### config.mk
export PLATFORM = sky130hd
export DESIGN_NAME = wb_master_arbiter
export DESIGN_NICKNAME = d
export VERILOG_FILES = /design/src/rtl/wb_master_arbiter.sv
export SDC_FILE = /design/constraint.sdc
export NUM_CORES = 1
export LEC_CHECK = 0
export BUFFER_PORTS_ARGS = -buffer_cell sky130_fd_sc_hd__buf_4
export CAP_MARGIN = 5
export CORE_AREA = 2 2 125 127
export DETAILED_ROUTE_END_ITERATION = 10
export DIE_AREA = 0 0 127 129
export GPL_ROUTABILITY_DRIVEN = 0
export MAX_ROUTING_LAYER = met4
export PLACE_DENSITY = 0.55
export REMOVE_ABC_BUFFERS = 1
export SLEW_MARGIN = 20
export SYNTH_ARGS = -nofsm -noshare
export SYNTH_HDL_FRONTEND = slang
export SYNTH_SLANG_ARGS = --single-unit
### constraint.sdc
create_clock -name wb_clk_i -period 1.75 [get_ports wb_clk_i]
set_input_delay 0.35 -clock wb_clk_i [delete_from_list [all_inputs] [get_ports wb_clk_i]]
set_output_delay 0.35 -clock wb_clk_i [all_outputs]
set_load 0.01 [all_outputs]
### src/rtl/wb_master_arbiter.sv
// Two-master Wishbone arbiter: round-robin on ties, bus lock while the owner holds cyc.
// Optional stall timeout enabled by defining WB_ARB_TIMEOUT_EN (limit set by TIMEOUT).
module wb_master_arbiter #(
    parameter int TIMEOUT = 255
) (
    input  logic        wb_clk_i,
    input  logic        wb_rst_i,
    input  logic [31:0] m0_adr_i,
    input  logic [31:0] m0_dat_i,
    input  logic [3:0]  m0_sel_i,
    input  logic        m0_we_i,
    input  logic        m0_cyc_i,
    input  logic        m0_stb_i,
    output logic [31:0] m0_dat_o,
    output logic        m0_ack_o,
    output logic        m0_err_o,
    input  logic [31:0] m1_adr_i,
    input  logic [31:0] m1_dat_i,
    input  logic [3:0]  m1_sel_i,
    input  logic        m1_we_i,
    input  logic        m1_cyc_i,
    input  logic        m1_stb_i,
    output logic [31:0] m1_dat_o,
    output logic        m1_ack_o,
    output logic        m1_err_o,
    output logic [31:0] s_adr_o,
    output logic [31:0] s_dat_o,
    output logic [3:0]  s_sel_o,
    output logic        s_we_o,
    output logic        s_cyc_o,
    output logic        s_stb_o,
    input  logic [31:0] s_dat_i,
    input  logic        s_ack_i,
    input  logic        s_err_i,
    output logic [1:0]  grant_o
);

    // Handshake: a master request is cyc; a transfer completes on the cycle the
    // slave (or the timeout) presents ack/err while the owner's stb is high.

    typedef enum logic [1:0] {
        IDLE = 2'd0,
        GNT0 = 2'd1,
        GNT1 = 2'd2
    } state_t;

    state_t state_q, state_d;
    logic   last_q, last_d;   // 1 = master 1 was granted most recently
    logic   timeout_hit;

    if (TIMEOUT < 1 || TIMEOUT > 65535) begin : g_bad_timeout
        $error("wb_master_arbiter: TIMEOUT must be within 1..65535");
    end

`ifdef WB_ARB_TIMEOUT_EN
    localparam logic [15:0] TO_LAST = 16'(TIMEOUT - 1);

    logic [15:0] to_cnt_q;
    logic        own_stb;
    logic        stalled;

    assign own_stb = (state_q == GNT0) ? m0_stb_i :
                     (state_q == GNT1) ? m1_stb_i : 1'b0;
    assign stalled = own_stb && !s_ack_i && !s_err_i;
    // Fires on the TIMEOUT-th consecutive stalled cycle of the current owner.
    assign timeout_hit = stalled && (to_cnt_q == TO_LAST);

    always_ff @(posedge wb_clk_i) begin
        if (wb_rst_i || state_q == IDLE || timeout_hit || s_ack_i || s_err_i) begin
            to_cnt_q <= 16'd0;
        end else if (stalled) begin
            to_cnt_q <= to_cnt_q + 16'd1;
        end
    end
`else
    assign timeout_hit = 1'b0;
`endif

    always_ff @(posedge wb_clk_i) begin
        if (wb_rst_i) begin
            state_q <= IDLE;
            last_q  <= 1'b1;
        end else begin
            state_q <= state_d;
            last_q  <= last_d;
        end
    end

    always_comb begin
        state_d = state_q;
        last_d  = last_q;
        case (state_q)
            IDLE: begin
                if (m0_cyc_i && (!m1_cyc_i || last_q)) begin
                    state_d = GNT0;
                    last_d  = 1'b0;
                end else if (m1_cyc_i) begin
                    state_d = GNT1;
                    last_d  = 1'b1;
                end
            end
            GNT0: if (!m0_cyc_i || timeout_hit) state_d = IDLE;
            GNT1: if (!m1_cyc_i || timeout_hit) state_d = IDLE;
            default: state_d = IDLE;
        endcase
    end

    always_comb begin
        s_adr_o  = 32'd0;
        s_dat_o  = 32'd0;
        s_sel_o  = 4'd0;
        s_we_o   = 1'b0;
        s_cyc_o  = 1'b0;
        s_stb_o  = 1'b0;
        m0_dat_o = 32'd0;
        m0_ack_o = 1'b0;
        m0_err_o = 1'b0;
        m1_dat_o = 32'd0;
        m1_ack_o = 1'b0;
        m1_err_o = 1'b0;
        grant_o  = 2'b00;
        case (state_q)
            GNT0: begin
                grant_o  = 2'b01;
                s_adr_o  = m0_adr_i;
                s_dat_o  = m0_dat_i;
                s_sel_o  = m0_sel_i;
                s_we_o   = m0_we_i;
                s_cyc_o  = m0_cyc_i && !timeout_hit;
                s_stb_o  = m0_stb_i && !timeout_hit;
                m0_dat_o = s_dat_i;
                m0_ack_o = s_ack_i;
                m0_err_o = s_err_i || timeout_hit;
            end
            GNT1: begin
                grant_o  = 2'b10;
                s_adr_o  = m1_adr_i;
                s_dat_o  = m1_dat_i;
                s_sel_o  = m1_sel_i;
                s_we_o   = m1_we_i;
                s_cyc_o  = m1_cyc_i && !timeout_hit;
                s_stb_o  = m1_stb_i && !timeout_hit;
                m1_dat_o = s_dat_i;
                m1_ack_o = s_ack_i;
                m1_err_o = s_err_i || timeout_hit;
            end
            default: ;
        endcase
    end

endmodule

# Word level (Yosys, flattened, before mapping)
# Index checks and enable logic that the tools add are counted.
# classes
eq_ne,5
mux,20
n_reduce_logical,7
# op_table
op,n
$pmux 32 s2,2
$mux 32,2
$mux 2,4
$pmux 4 s2,1
$mux 1,6
$pmux 1 s2,3
$pmux 2 s3,1
$ne 2x2->1 const B,2
$pmux 2 s2,1
$ne 3x3->1 const B,1
$reduce_and 3->1,1
$eq 2x1->1 const B,1
$eq 2x2->1 const B,1
$logic_not 2->1,1
$reduce_and 2->1,1
$reduce_bool 2->1,1
$logic_and 1x1->1,1
$logic_not 1->1,1
$logic_or 1x1->1,1
# word_totals
register_bits,3
wordCells,34

# Logic depth before layout (Yosys ltp)
# Gate-level depths: netlist (run 1).
# depth
word_depth,5
mapped_depth,7
ltp_nobuf,5

# Worst setup path after synthesis (run 1)
# No wires, ideal clock.
# synth_path
path_kind,register -> output
from,register state_q[1]
to,output s_adr_o[0]
t_arrival_ns,1.275
required_time_ns,1.400
path_slack_ns,0.125
stages_incl_launch_ff,8
path_buffers,3
path_cell_list,dfxtp_1 inv_1 ha_1 buf_6 buf_4 buf_4 a22oi_1 nor2b_1
# synth_via
elab_chain_len,2
# synth_rtl
element,line_no,text
from (decl),47,"state_t state_q, state_d;"
from (signal assigned),84,state_q <= state_d;
$eq 2x2->1 / $eq 2x1->1 (equally long branches),122,case (state_q)
$pmux 32 s2 *,122,
to (decl),26,"output logic [31:0] s_adr_o,"
# Mark *: on every way between the ends. The rest lies on a longest branch, timed or not.

# Final worst setup path (run 1)
# layout_path
from,register state_q[0]
to,output m0_dat_o[7]
# layout_via
elab_chain_len,2
# layout_rtl
element,line_no,text
$eq 2x1->1,122,
$mux 32,122,
to (decl),14,"output logic [31:0] m0_dat_o,"
# Every way passes these cells.

==> impl_metrics.sql, run 1 <==
INSERT INTO impl_metrics (metric_group, metric, value, unit) VALUES
('synth', 'mappedNetlistArea', '1797', 'µm²'),
('global_routing', 'vias_in_the_first_global_route', '3254', ''),
('sta', 'clock-skew-final', '1.583', 'ps'),
('pwr', 'clock_power_share', '0.130', ''),
('pwr', 'swShare', '0.3622', ''),
('worst_setup_path', 'critical_path.top_delay_family', 'buffers and inverters', ''),
('routing', 'dr.first_iter.drc_count', '81', ''),
('worst_setup_path', 'worstPathBufferInverterCount', '5', ''),
('routing', 'drc_errors', '0', ''),
('clock_network', 'cts_tree', 'yes', ''),
('routing', 'routedLengthMet1', '5.723', 'mm'),
('routing', 'routed-wl-met2', '7.717', 'mm'),
('floorplanning', 'die_height', '129', 'µm'),
('floorplanning', 'die_width', '127', 'µm'),
('place', 'hpwlAfterDp', '9.772', 'mm'),
('routing', 'topRoutingLayerUsed', 'met4', ''),
('pwr', 'cell_internal_pwr', '1800', 'µW'),
('clock_network', 'worst_setup_hold_path_clk_slew', '30', 'ps'),
('pwr', 'static_leakage', '0.002694', 'µW'),
('global_routing', 'grt_first_pass_wirelength', '18.96', 'mm'),
('sta', 'timing.final.setup_violations', '116', ''),
('sta', 'timing.final.hold_violations', '0', ''),
('layout', 'areaGrowthSynthToFinish', '228.1', '%'),
('place', 'numPortBuffers', '318', ''),
('routing', 'avgRoutedWirePerCell', '18.16', 'µm'),
('routing', 'drt-total-wl', '14.49', 'mm'),
('routing', 'met3_length', '890', 'µm'),
('routing', 'drt-vias-per-instance', '4.301', ''),
('worst_setup_path', 'crit_path_top_delay_cell', 'sky130_fd_sc_hd__dfxtp_2', ''),
('global_routing', 'grt_start_max_net_pins', '27', ''),
('clock_network', 'cts-buffers-inserted', '3', ''),
('layout', 'multi_input_comb_area', '2023', 'µm²'),
('run_status', 'run_status', 'finished with violations', ''),
('synth', 'synth_cells', '263', ''),
('floorplanning', 'floorplan.initialDensity', '0.1200', ''),
('global_routing', 'grt_ovf', '0', ''),
('pwr', 'peakVddDrop', '427.2', 'µV'),
('clock_network', 'tritoncts_num_sinks', '3', ''),
('worst_setup_path', 'timing.critical_path.cells', 'buf_6 > ha_4 > buf_4 > buf_16 > buf_4 > and2_1 > buf_4', ''),
('run_status', 'failed_checks', 'setup timing', ''),
('clock_network', 'ctsHtreeMaxLevel', '1', ''),
('global_routing', 'antenna_found_initial', '1', ''),
('sta', 'final_critical_path_setup_slack', '-177.6', 'ps'),
('floorplanning', 'placement_rows', '45', ''),
('pwr', 'power.switching', '1023', 'µW'),
('synth', 'synth_cell_types', '22', ''),
('worst_setup_path', 'worstPathRequired', '1400', 'ps'),
('sta', 'grt_setup_unrepaired', 'true', ''),
('sta', 'max_slew_margin_vs_limit', '0.8483', ''),
('sta', 'minimum_clock_period_after_layout', '1928', 'ps'),
('layout', 'fillers', '1548', ''),
('layout', 'layout.cells.most_common', 'sky130_fd_sc_hd__buf_4', ''),
('layout', 'final_area', '5896', 'µm²'),
('pwr', 'cellPowerDensity', '478.8', 'nW/µm²'),
('synth', 'ys_seq_elements', '3', ''),
('routing', 'drt-pass1-iter-count', '4', ''),
('clock_network', 'postCtsHoldBufs', '0', ''),
('pwr', 'pwr-share-seq', '0.031', ''),
('layout', 'drive_gt1_frac', '0.8062', ''),
('worst_setup_path', 'timing.critical_path.fanout_max', '8', ''),
('worst_setup_path', 'cp_data_arrival_time', '1580', 'ps'),
('synth', 'synth_area_per_cell', '6.832', 'µm²'),
('floorplanning', 'top_level_ports', '319', ''),
('worst_setup_path', 'cp_common_cell', 'sky130_fd_sc_hd__buf_4', ''),
('routing', 'ant_nets', '0', ''),
('worst_setup_path', 'critPathMaxStageDelay', '330', 'ps'),
('sta', 'final_slew_violations', '0', ''),
('floorplanning', 'fp.dieArea', '16380', 'µm²'),
('layout', 'regArea', '65.06', 'µm²'),
('place', 'placement.cell_area', '4566', 'µm²'),
('layout', 'nNetsFinal', '793', '');
==> sequential cells by signal (all words and copies together), names as in the netlist <==
register,count
last_q,1
state_q,2
==> power groups by stage <==
stage / Clock [µW] / Combinational, µW / Sequential [µW]
floorplan: 0 / 650 / 83.0
global placement: 0 / 1590 / 83.6
detailed placement: 0 / 1610 / 84.2
CTS: 370 / 2100 / 87.0
global route: 377 / 2510 / 90.1
finish: 366 / 2370 / 88.9
==> routing by layer <==
layer | global-route usage | up-vias
met1 | 0.1829 | 1637
met4 | 0.02004 | 0
met3 | 0.02495 | 12
met2 | 0.2758 | 166
li1 | - | 1617
met5 | - | -
==> metrics by stage <==
| stage | utilization | power [µW] | setup WS (ps) |
|---|---|---|---|
| after floorplan | - | 733.3 | -1186 |
| after global placement | 0.3048 | 1671 | -99.40 |
| final | 0.3937 | 2823 | -177.6 |
| after detailed placement | 0.3048 | 1698 | -129.2 |
| after CTS | 0.3547 | 2560 | -177.6 |
| after global routing | 0.3937 | 2973 | -222.0 |
==> path summary, 6_finish.rpt <==
check	startpoint	slack, ps	cells after the start	endpoint
setup reg to reg	state_q[0]	150	7	state_q[1]
setup / recovery	state_q[0]	-180	7	m0_dat_o[7]
hold / removal	wb_rst_i	370	2	state_q[0]
hold reg to reg	last_q	590	2	last_q
==> synthesized netlist by cell type <==
cell type / number / share of area
sky130_fd_sc_hd__a22oi_2: 1 / 0.0070
sky130_fd_sc_hd__a22oi_1: 70 / 0.29
sky130_fd_sc_hd__o32ai_2: 1 / 0.0091
sky130_fd_sc_hd__a311o_1: 1 / 0.0056
sky130_fd_sc_hd__nand3b_1: 1 / 0.0042
sky130_fd_sc_hd__buf_6: 1 / 0.0063
sky130_fd_sc_hd__nor2_1: 1 / 0.0021
sky130_fd_sc_hd__buf_4: 8 / 0.033
sky130_fd_sc_hd__dfxtp_1: 3 / 0.033
sky130_fd_sc_hd__and2b_1: 1 / 0.0042
sky130_fd_sc_hd__clkbuf_2: 6 / 0.017
sky130_fd_sc_hd__and2_1: 68 / 0.24
sky130_fd_sc_hd__nor2b_1: 70 / 0.24
sky130_fd_sc_hd__o32ai_1: 1 / 0.0049
sky130_fd_sc_hd__clkbuf_1: 8 / 0.017
sky130_fd_sc_hd__buf_2: 8 / 0.022
sky130_fd_sc_hd__a21oi_1: 2 / 0.0056
sky130_fd_sc_hd__a211o_1: 1 / 0.0049
sky130_fd_sc_hd__inv_1: 4 / 0.0084
sky130_fd_sc_hd__nand2b_1: 1 / 0.0035
sky130_fd_sc_hd__ha_1: 5 / 0.035
sky130_fd_sc_hd__a21boi_1: 1 / 0.0042
==> cells by family (layout without fill, tap and decap cells) <==
logic type / after synthesis / count (layout) / share of synthesized area
AO/OA/AOI/OAI: 78 / 78 / 0.3336
AND/OR/NAND/NOR: 142 / 142 / 0.4944
other: 0 / 1 / 0
buffers and inverters: 35 / 381 / 0.1038
adder cells (fa/ha/maj): 5 / 5 / 0.03482
flip-flops: 3 / 3 / 0.03343
==> timing repair <==
item,CTS,global route
endpoints found under the setup margin,126,139
pin swaps,9,11
hold endpoints to repair,0,0
gates cloned,9,6
gates resized for setup,75,131
buffers inserted,11,5
==> cell type report <==
class | instances | area share
clock buffers | 4 | 0.01337
repair buffers | 373 | 0.5883
multi-input cells | 225 | 0.3432
diodes | 1 | 0.0004244
inverters | 4 | 0.003820
well taps | 188 | 0.03990
flip-flops and latches | 3 | 0.01104
Note: power is estimated with default switching activity, not from simulation.
==> inputs of run 2 (changes only) <==
CTS_BUF_LIST = sky130_fd_sc_hd__clkbuf_16   (was unset)
CTS_CLUSTER_SIZE = 25   (was unset)
GPL_TIMING_DRIVEN = 0   (was unset)
==> run 2 against run 1 <==
  * The flow still finishes with violations (setup timing)
  * Sequential share of layout area increased by 0.059 points
  * Wire length rose by 5.0%
  * Largest cell class unchanged
  * Combinational power fell by 5%
  * Clock skew rose by 1.9 ps
  * Register-to-register slack got worse by 110 ps
  * Final cell count shrank 2.1%
  * Flip-flop and latch count stayed put
  * Total power shrank 4.3%
  * Critical endpoint is now s_cyc_o
  * Largest power group unchanged
  * First-iteration DRC count grew 65%
  * Worst setup slack worse by 4.4 ps
  * Via count rose by 0.67%
==> impl_metrics.sql, run 2 (synthesis gave the netlist of run 1 again) <==
INSERT INTO impl_metrics (metric_group, metric, value, unit) VALUES
('clock_network', 'tritoncts_num_sinks', '3', ''),
('sta', 'final_slew_violations', '0', ''),
('sta', 'timing.final.hold_violations', '0', ''),
('routing', 'detailroute.via_count', '3455', ''),
('sta', 'fmax', '0.5176', 'GHz'),
('floorplanning', 'top_level_ports', '319', ''),
('sta', 'final_critical_path_setup_slack', '-182.1', 'ps'),
('layout', 'most-common-layout-cells', '291 x sky130_fd_sc_hd__buf_4, 58 x sky130_fd_sc_hd__nor2b_1, 53 x sky130_fd_sc_hd__a22oi_2', ''),
('pwr', 'cellPowerDensity', '482.9', 'nW/µm²'),
('worst_setup_path', 'critPathMaxStageDelay', '360', 'ps'),
('layout', 'reg.largest.list', 'state_q x2, last_q x1', ''),
('worst_setup_path', 'crit_path_top_delay_cell', 'sky130_fd_sc_hd__dfxtp_4', ''),
('sta', 'worst-slew-pin-transition', '223.1', 'ps'),
('floorplanning', 'placement_rows', '45', ''),
('routing', 'drt-vias-per-instance', '4.424', ''),
('run_status', 'failed_checks', 'setup timing', ''),
('worst_setup_path', 'cp_data_arrival_time', '1580', 'ps'),
('floorplanning', 'die_width', '127', 'µm'),
('worst_setup_path', 'worstPathRequired', '1400', 'ps'),
('worst_setup_path', 'critical_path.reg2reg.startpoint', 'state_q[1]', ''),
('run', 'max_cap_violations', '0', ''),
('worst_setup_path', 'crit_path_start', 'state_q[1]', ''),
('place', 'pre_cts_ws', '-499.6', 'ps'),
('hold_path', 'hold_path.class', 'in -> reg', ''),
('floorplanning', 'fp.dieArea', '16380', 'µm²'),
('place', 'hpwlAfterDp', '9.134', 'mm'),
('worst_setup_path', 'rr_worst_depth', '9', ''),
('routing', 'avgRoutedWirePerCell', '19.49', 'µm'),
('layout', 'areaGrowthSynthToFinish', '211.5', '%'),
('clock_network', 'worstSkewPairLatency', '230', 'ps'),
('sta', 'clock-skew-final', '3.530', 'ps'),
('layout', 'layout.cells.most_common', 'sky130_fd_sc_hd__buf_4', ''),
('layout', 'nNetsFinal', '776', ''),
('floorplanning', 'die_height', '129', 'µm'),
('global_routing', 'antenna_found_initial', '1', ''),
('layout', 'fillers', '1526', ''),
('clock_network', 'ctsLongestPathBuffers', '2', ''),
('worst_setup_path', 'timing.critical_path.fanout_max', '5', ''),
('global_routing', 'vias_in_the_first_global_route', '3232', ''),
('sta', 'timing.final.setup_violations', '115', ''),
('layout', 'regArea', '65.06', 'µm²'),
('clock_network', 'worst_setup_hold_path_clk_slew', '30', 'ps'),
('worst_setup_path', 'critical_path_cell_count', '7', ''),
('global_routing', 'grt_ovf', '0', ''),
('clock_network', 'cts_tree', 'yes', ''),
('clock_network', 'cts-buffers-inserted', '3', ''),
('routing', 'drt-total-wl', '15.22', 'mm'),
('worst_setup_path', 'critical_path.endpoint_type', 'output port', ''),
('sta', 'max_slew_margin_vs_limit', '0.8513', ''),
('global_routing', 'grt_start_max_net_pins', '44', ''),
('global_routing', 'grtUsageTotal', '0.1529', ''),
('worst_setup_path', 'critPathCapture', 's_cyc_o', ''),
('layout', 'drive_gt1_frac', '0.7872', ''),
('sta', 'minimum_clock_period_after_layout', '1932', 'ps'),
('sta', 'grt_setup_unrepaired', 'true', ''),
('layout', 'multi_input_comb_area', '1968', 'µm²'),
('worst_setup_path', 'timing.critical_path.cells', 'inv_6 > ha_4 > buf_8 > buf_12 > a22oi_2 > and2b_1 > buf_6', ''),
('pwr', 'post-layout-total-power', '2703', 'µW'),
('place', 'numPortBuffers', '318', ''),
('worst_setup_path', 'start_kind', 'flip-flop', ''),
('worst_setup_path', 'worstPathBufferInverterCount', '4', ''),
('worst_setup_path', 'ff_to_ff_end', 'state_q[1]', ''),
('clock_network', 'ctsHtreeMaxLevel', '1', ''),
('layout', 'largest-register', 'state_q', ''),
('floorplanning', 'design.core.area', '14980', 'µm²'),
('layout', 'final_area', '5597', 'µm²'),
('floorplanning', 'floorplan.initialDensity', '0.1200', ''),
('pwr', 'static_leakage', '0.002556', 'µW'),
('place', 'placement.cell_area', '4335', 'µm²'),
('worst_setup_path', 'regToRegSetupSlack', '40', 'ps'),
('worst_setup_path', 'worstSetupPathType', 'reg -> out', ''),
('sta', 'final_min_period_over_clock_period', '1.104', ''),
('layout', 'largest_register_ff_count', '2', ''),
('clock_network', 'root_buffer', 'sky130_fd_sc_hd__clkbuf_16', ''),
('run_status', 'run_status', 'finished with violations', ''),
('routing', 'ant_nets', '0', ''),
('worst_setup_path', 'critical_path.top_delay_family', 'buffers and inverters', ''),
('routing', 'drc_errors', '0', ''),
('pwr', 'peakVddDrop', '577.2', 'µV'),
('routing', 'drt-pass1-iter-count', '4', ''),
('global_routing', 'grt_first_pass_wirelength', '18.94', 'mm'),
('routing', 'dr.first_iter.drc_count', '134', '');
==> run 2: how the worst min path moves through the flow <==
stage                     from    endpoint  slack (ps)  cells past startpoint
floorplan             wb_rst_i      last_q         460                      1
global placement    state_q[1]  state_q[1]         530                      2
detailed placement      last_q      last_q         560                      2
CTS                   wb_rst_i  state_q[0]         360                      2
global route          wb_rst_i      last_q         380                      2
finish                wb_rst_i  state_q[0]         360                      2
==> run 2: repair_timing <==
item / 4_1_cts / 5_1_grt
hold buffers: 0 / 0
hold endpoints to repair: 0 / 0
gates resized for setup: 74 / 95
pin swaps: 4 / 2
setup buffers: 18 / 2
setup endpoints to repair: 139 / 139
gates cloned: 7 / 8
==> run 2: through the flow <==
step                      cells  hold WS [ps]  TNS (ps)    util
after floorplan             232         460.7   -152980       -
after CTS                   770         359.9    -13380  0.3399
final                       781         362.9    -12270  0.3737
after global placement      738         526.9   -292840  0.2836
after detailed placement    741         561.1    -41350  0.2895
after global routing        781         376.3    -18900  0.3737
==> run 2: power breakdown <==
group          switching [µW]  total [µW]  leakage [µW]  internal [µW]
Combinational             967        2250       0.00249           1280
Clock                    69.3         365     0.0000423            295
Sequential               9.81        88.7     0.0000259           78.8
==> run 2: worst register-to-register path: stages, from the launching register on <==
cell and delay, ps:
sky130_fd_sc_hd__dfxtp_4 360, sky130_fd_sc_hd__inv_6 50, sky130_fd_sc_hd__ha_4 180, sky130_fd_sc_hd__buf_8 140, sky130_fd_sc_hd__buf_12 140, sky130_fd_sc_hd__a22oi_2 170
sky130_fd_sc_hd__buf_4 130, sky130_fd_sc_hd__buf_4 90, sky130_fd_sc_hd__a21boi_1 210, sky130_fd_sc_hd__o32ai_2 110
==> run 2: per-layer routing <==
| metal | wire length [µm] | track usage | up-vias | share of wire |
|---|---|---|---|---|
| li1 | - | - | 1578 | - |
| met1 | 5959 | 0.1808 | 1669 | 0.39 |
| met2 | 8042 | 0.2767 | 196 | 0.53 |
| met3 | 1019 | 0.03035 | 12 | 0.067 |
| met4 | 200 | 0.01810 | 0 | 0.013 |
| met5 | 0 | - | - | 0 |
==> run 2: layout make-up <==
cell class                      instances  share of cell area
Multi-Input combinational cell        225              0.3517
Clock buffer                            3             0.01341
Inverter                                4            0.004024
Tap cell                              188             0.04203
Timing Repair Buffer                  356              0.5761
Clock inverter                          1           0.0006707
Sequential cell                         3             0.01163
Antenna cell                            1           0.0004471
==> inputs of run 3 (changes only) <==
clock period = 2.1 ns   (was 1.75 ns; I/O delays follow)
==> run 3 against run 2 <==
  * The run now ends clean
  * Critical path type unchanged
  * Critical endpoint unchanged
  * Register-to-register slack improved by 500 ps
  * Final area fell by 18%
  * Worst setup slack improved by 260 ps
==> impl_metrics.sql, run 3 (synthesis gave the netlist of run 1 again) <==
INSERT INTO impl_metrics (metric_group, metric, value, unit) VALUES
('sta', 'hold-worst-slack', '433.2', 'ps'),
('clock_network', 'worstSkewPairLatency', '230', 'ps'),
('worst_setup_path', 'critPathMaxStageDelay', '390', 'ps'),
('routing', 'avgRoutedWirePerCell', '15.72', 'µm'),
('sta', 'minimum_clock_period_after_layout', '2020', 'ps'),
('routing', 'ant_nets', '0', ''),
('sta', 'fmax', '0.4951', 'GHz'),
('floorplanning', 'top_level_ports', '319', ''),
('sta', 'final_slew_violations', '0', ''),
('routing', 'drt-total-wl', '11.89', 'mm'),
('floorplanning', 'design.core.area', '14980', 'µm²'),
('floorplanning', 'floorplan.initialDensity', '0.1200', ''),
('clock_network', 'worst_setup_hold_path_clk_slew', '30', 'ps'),
('floorplanning', 'placement_rows', '45', ''),
('worst_setup_path', 'critical_path.top_delay_family', 'buffers and inverters', ''),
('routing', 'detailroute.via_count', '3174', ''),
('layout', 'reg.largest.list', 'state_q x2, last_q x1', ''),
('worst_setup_path', 'worstSetupPathType', 'reg -> out', ''),
('run_status', 'run_status', 'complete, no violations', ''),
('layout', 'largest-register', 'state_q', ''),
('layout', 'layout.cells.most_common', 'sky130_fd_sc_hd__buf_4', ''),
('sta', 'final_min_period_over_clock_period', '0.9618', ''),
('global_routing', 'antenna_found_initial', '1', ''),
('worst_setup_path', 'worstPathRequired', '1680', 'ps'),
('layout', 'drive_gt1_frac', '0.6138', ''),
('worst_setup_path', 'regToRegSetupSlack', '540', 'ps'),
('pwr', 'cellPowerDensity', '373.4', 'nW/µm²'),
('clock_network', 'tritoncts_num_sinks', '3', ''),
('routing', 'drt-vias-per-instance', '4.198', ''),
('layout', 'areaGrowthSynthToFinish', '154.6', '%'),
('sta', 'timing.final.hold_violations', '0', ''),
('floorplanning', 'die_height', '129', 'µm'),
('hold_path', 'hold_path.class', 'in -> reg', ''),
('clock_network', 'cts_tree', 'yes', ''),
('global_routing', 'grt_first_pass_wirelength', '16.65', 'mm'),
('global_routing', 'grt_use_met2', '0.2347', ''),
('floorplanning', 'fp.dieArea', '16380', 'µm²'),
('floorplanning', 'die_width', '127', 'µm'),
('worst_setup_path', 'timing.critical_path.fanout_max', '9', ''),
('clock_network', 'root_buffer', 'sky130_fd_sc_hd__clkbuf_16', ''),
('worst_setup_path', 'cp_common_cell', 'sky130_fd_sc_hd__buf_4', ''),
('sta', 'max_slew_margin_vs_limit', '0.8229', ''),
('worst_setup_path', 'crit_path_top_delay_cell', 'sky130_fd_sc_hd__dfxtp_2', ''),
('place', 'placement.cell_area', '4335', 'µm²'),
('global_routing', 'grtUsageTotal', '0.1316', ''),
('worst_setup_path', 'critical_path.endpoint_type', 'output port', ''),
('global_routing', 'grt_most_used_layer', 'met2', ''),
('global_routing', 'grt_ovf', '0', ''),
('worst_setup_path', 'timing.critical_path.cells', 'inv_4 > ha_4 > buf_4 > a22oi_2 > and2b_1 > buf_4', ''),
('layout', 'final_area', '4574', 'µm²'),
('sta', 'clock-skew-final', '3.633', 'ps'),
('place', 'hpwlAfterDp', '9.134', 'mm'),
('routing', 'drc_errors', '0', ''),
('global_routing', 'vias_in_the_first_global_route', '2929', ''),
('layout', 'most-common-layout-cells', '323 x sky130_fd_sc_hd__buf_4, 70 x sky130_fd_sc_hd__nor2b_1, 68 x sky130_fd_sc_hd__and2_1', ''),
('global_routing', 'grtUsageMet1', '0.1600', ''),
('worst_setup_path', 'start_kind', 'flip-flop', ''),
('worst_setup_path', 'cp_data_arrival_time', '1600', 'ps'),
('worst_setup_path', 'worstPathBufferInverterCount', '3', ''),
('clock_network', 'cts-buffers-inserted', '3', ''),
('sta', 'timing.final.setup_violations', '0', ''),
('sta', 'worst-slew-pin-transition', '265.6', 'ps'),
('clock_network', 'ctsLongestPathBuffers', '2', ''),
('global_routing', 'grt_start_max_net_pins', '66', ''),
('layout', 'nNetsFinal', '751', ''),
('clock_network', 'ctsHtreeMaxLevel', '1', ''),
('layout', 'largest_register_ff_count', '2', ''),
('pwr', 'peakVddDrop', '424.6', 'µV'),
('pwr', 'static_leakage', '0.002218', 'µW'),
('run', 'max_cap_violations', '0', ''),
('routing', 'dr.first_iter.drc_count', '99', ''),
('global_routing', 'use_met3', '0.02453', ''),
('place', 'numPortBuffers', '318', ''),
('routing', 'drt-pass1-iter-count', '4', '');
-- run 3: cell types whose count changed in the layout (fill, tap and decap cells not counted), sizes merged --
cell and change:
buf -19, clkbuf -6
-- run 3: worst paths after layout --
check	cells past startpoint	startpoint	to
worst min register to register	2	last_q	last_q
worst min-delay path	2	wb_rst_i	state_q[0]
worst max-delay path	6	state_q[1]	s_cyc_o
worst max register to register	6	state_q[1]	state_q[1]
-- run 3: timing repair --
item | in CTS | in global routing
pin swaps | 3 | 0
buffers inserted | 10 | 0
gates resized for setup | 6 | 6
hold buffers | 0 | 0
setup endpoints to repair | 137 | 17
-- run 3: area by class of cell --
cell class / count / area, µm²
multi-input cells: 225 / 1613
repair buffers: 331 / 2565
well taps: 188 / 235.2
diodes: 1 / 2.502
inverters: 4 / 17.52
clock inverters: 1 / 3.754
flip-flops and latches: 3 / 62.56
clock buffers: 3 / 75.07
fillers: 1630 / 10400
-- run 3: metrics by stage --
| stage | util | setup WS (ps) | std cells | setup TNS (ps) | power [µW] |
|---|---|---|---|---|---|
| after global routing | 0.3054 | -0.6555 | 756 | -0.6555 | 1829 |
| final | 0.3054 | 80.25 | 756 | 0 | 1708 |
| after floorplan | - | -906.5 | 232 | -113360 | 611.1 |
| after global placement | 0.2836 | -2199 | 738 | -253220 | 1251 |
| after detailed placement | 0.2895 | -219.6 | 741 | -8579 | 1293 |
| after CTS | 0.3035 | 31.42 | 755 | 0 | 1715 |
-- run 3: per-layer routing --
layer / wire length [µm] / share of wire / vias to the layer above
li1: - / - / 1525
met1: 4798 / 0.40 / 1481
met2: 6101 / 0.51 / 164
met3: 917 / 0.077 / 4
met4: 68 / 0.0057 / 0
met5: 0 / 0 / -
-- run 3: where the power goes --
part	internal (µW)	total [µW]	switching, µW	leakage, µW
clock network	246	306	59.3	0.0000423
registers	65.7	74.5	8.86	0.0000256
logic	736	1330	592	0.00215
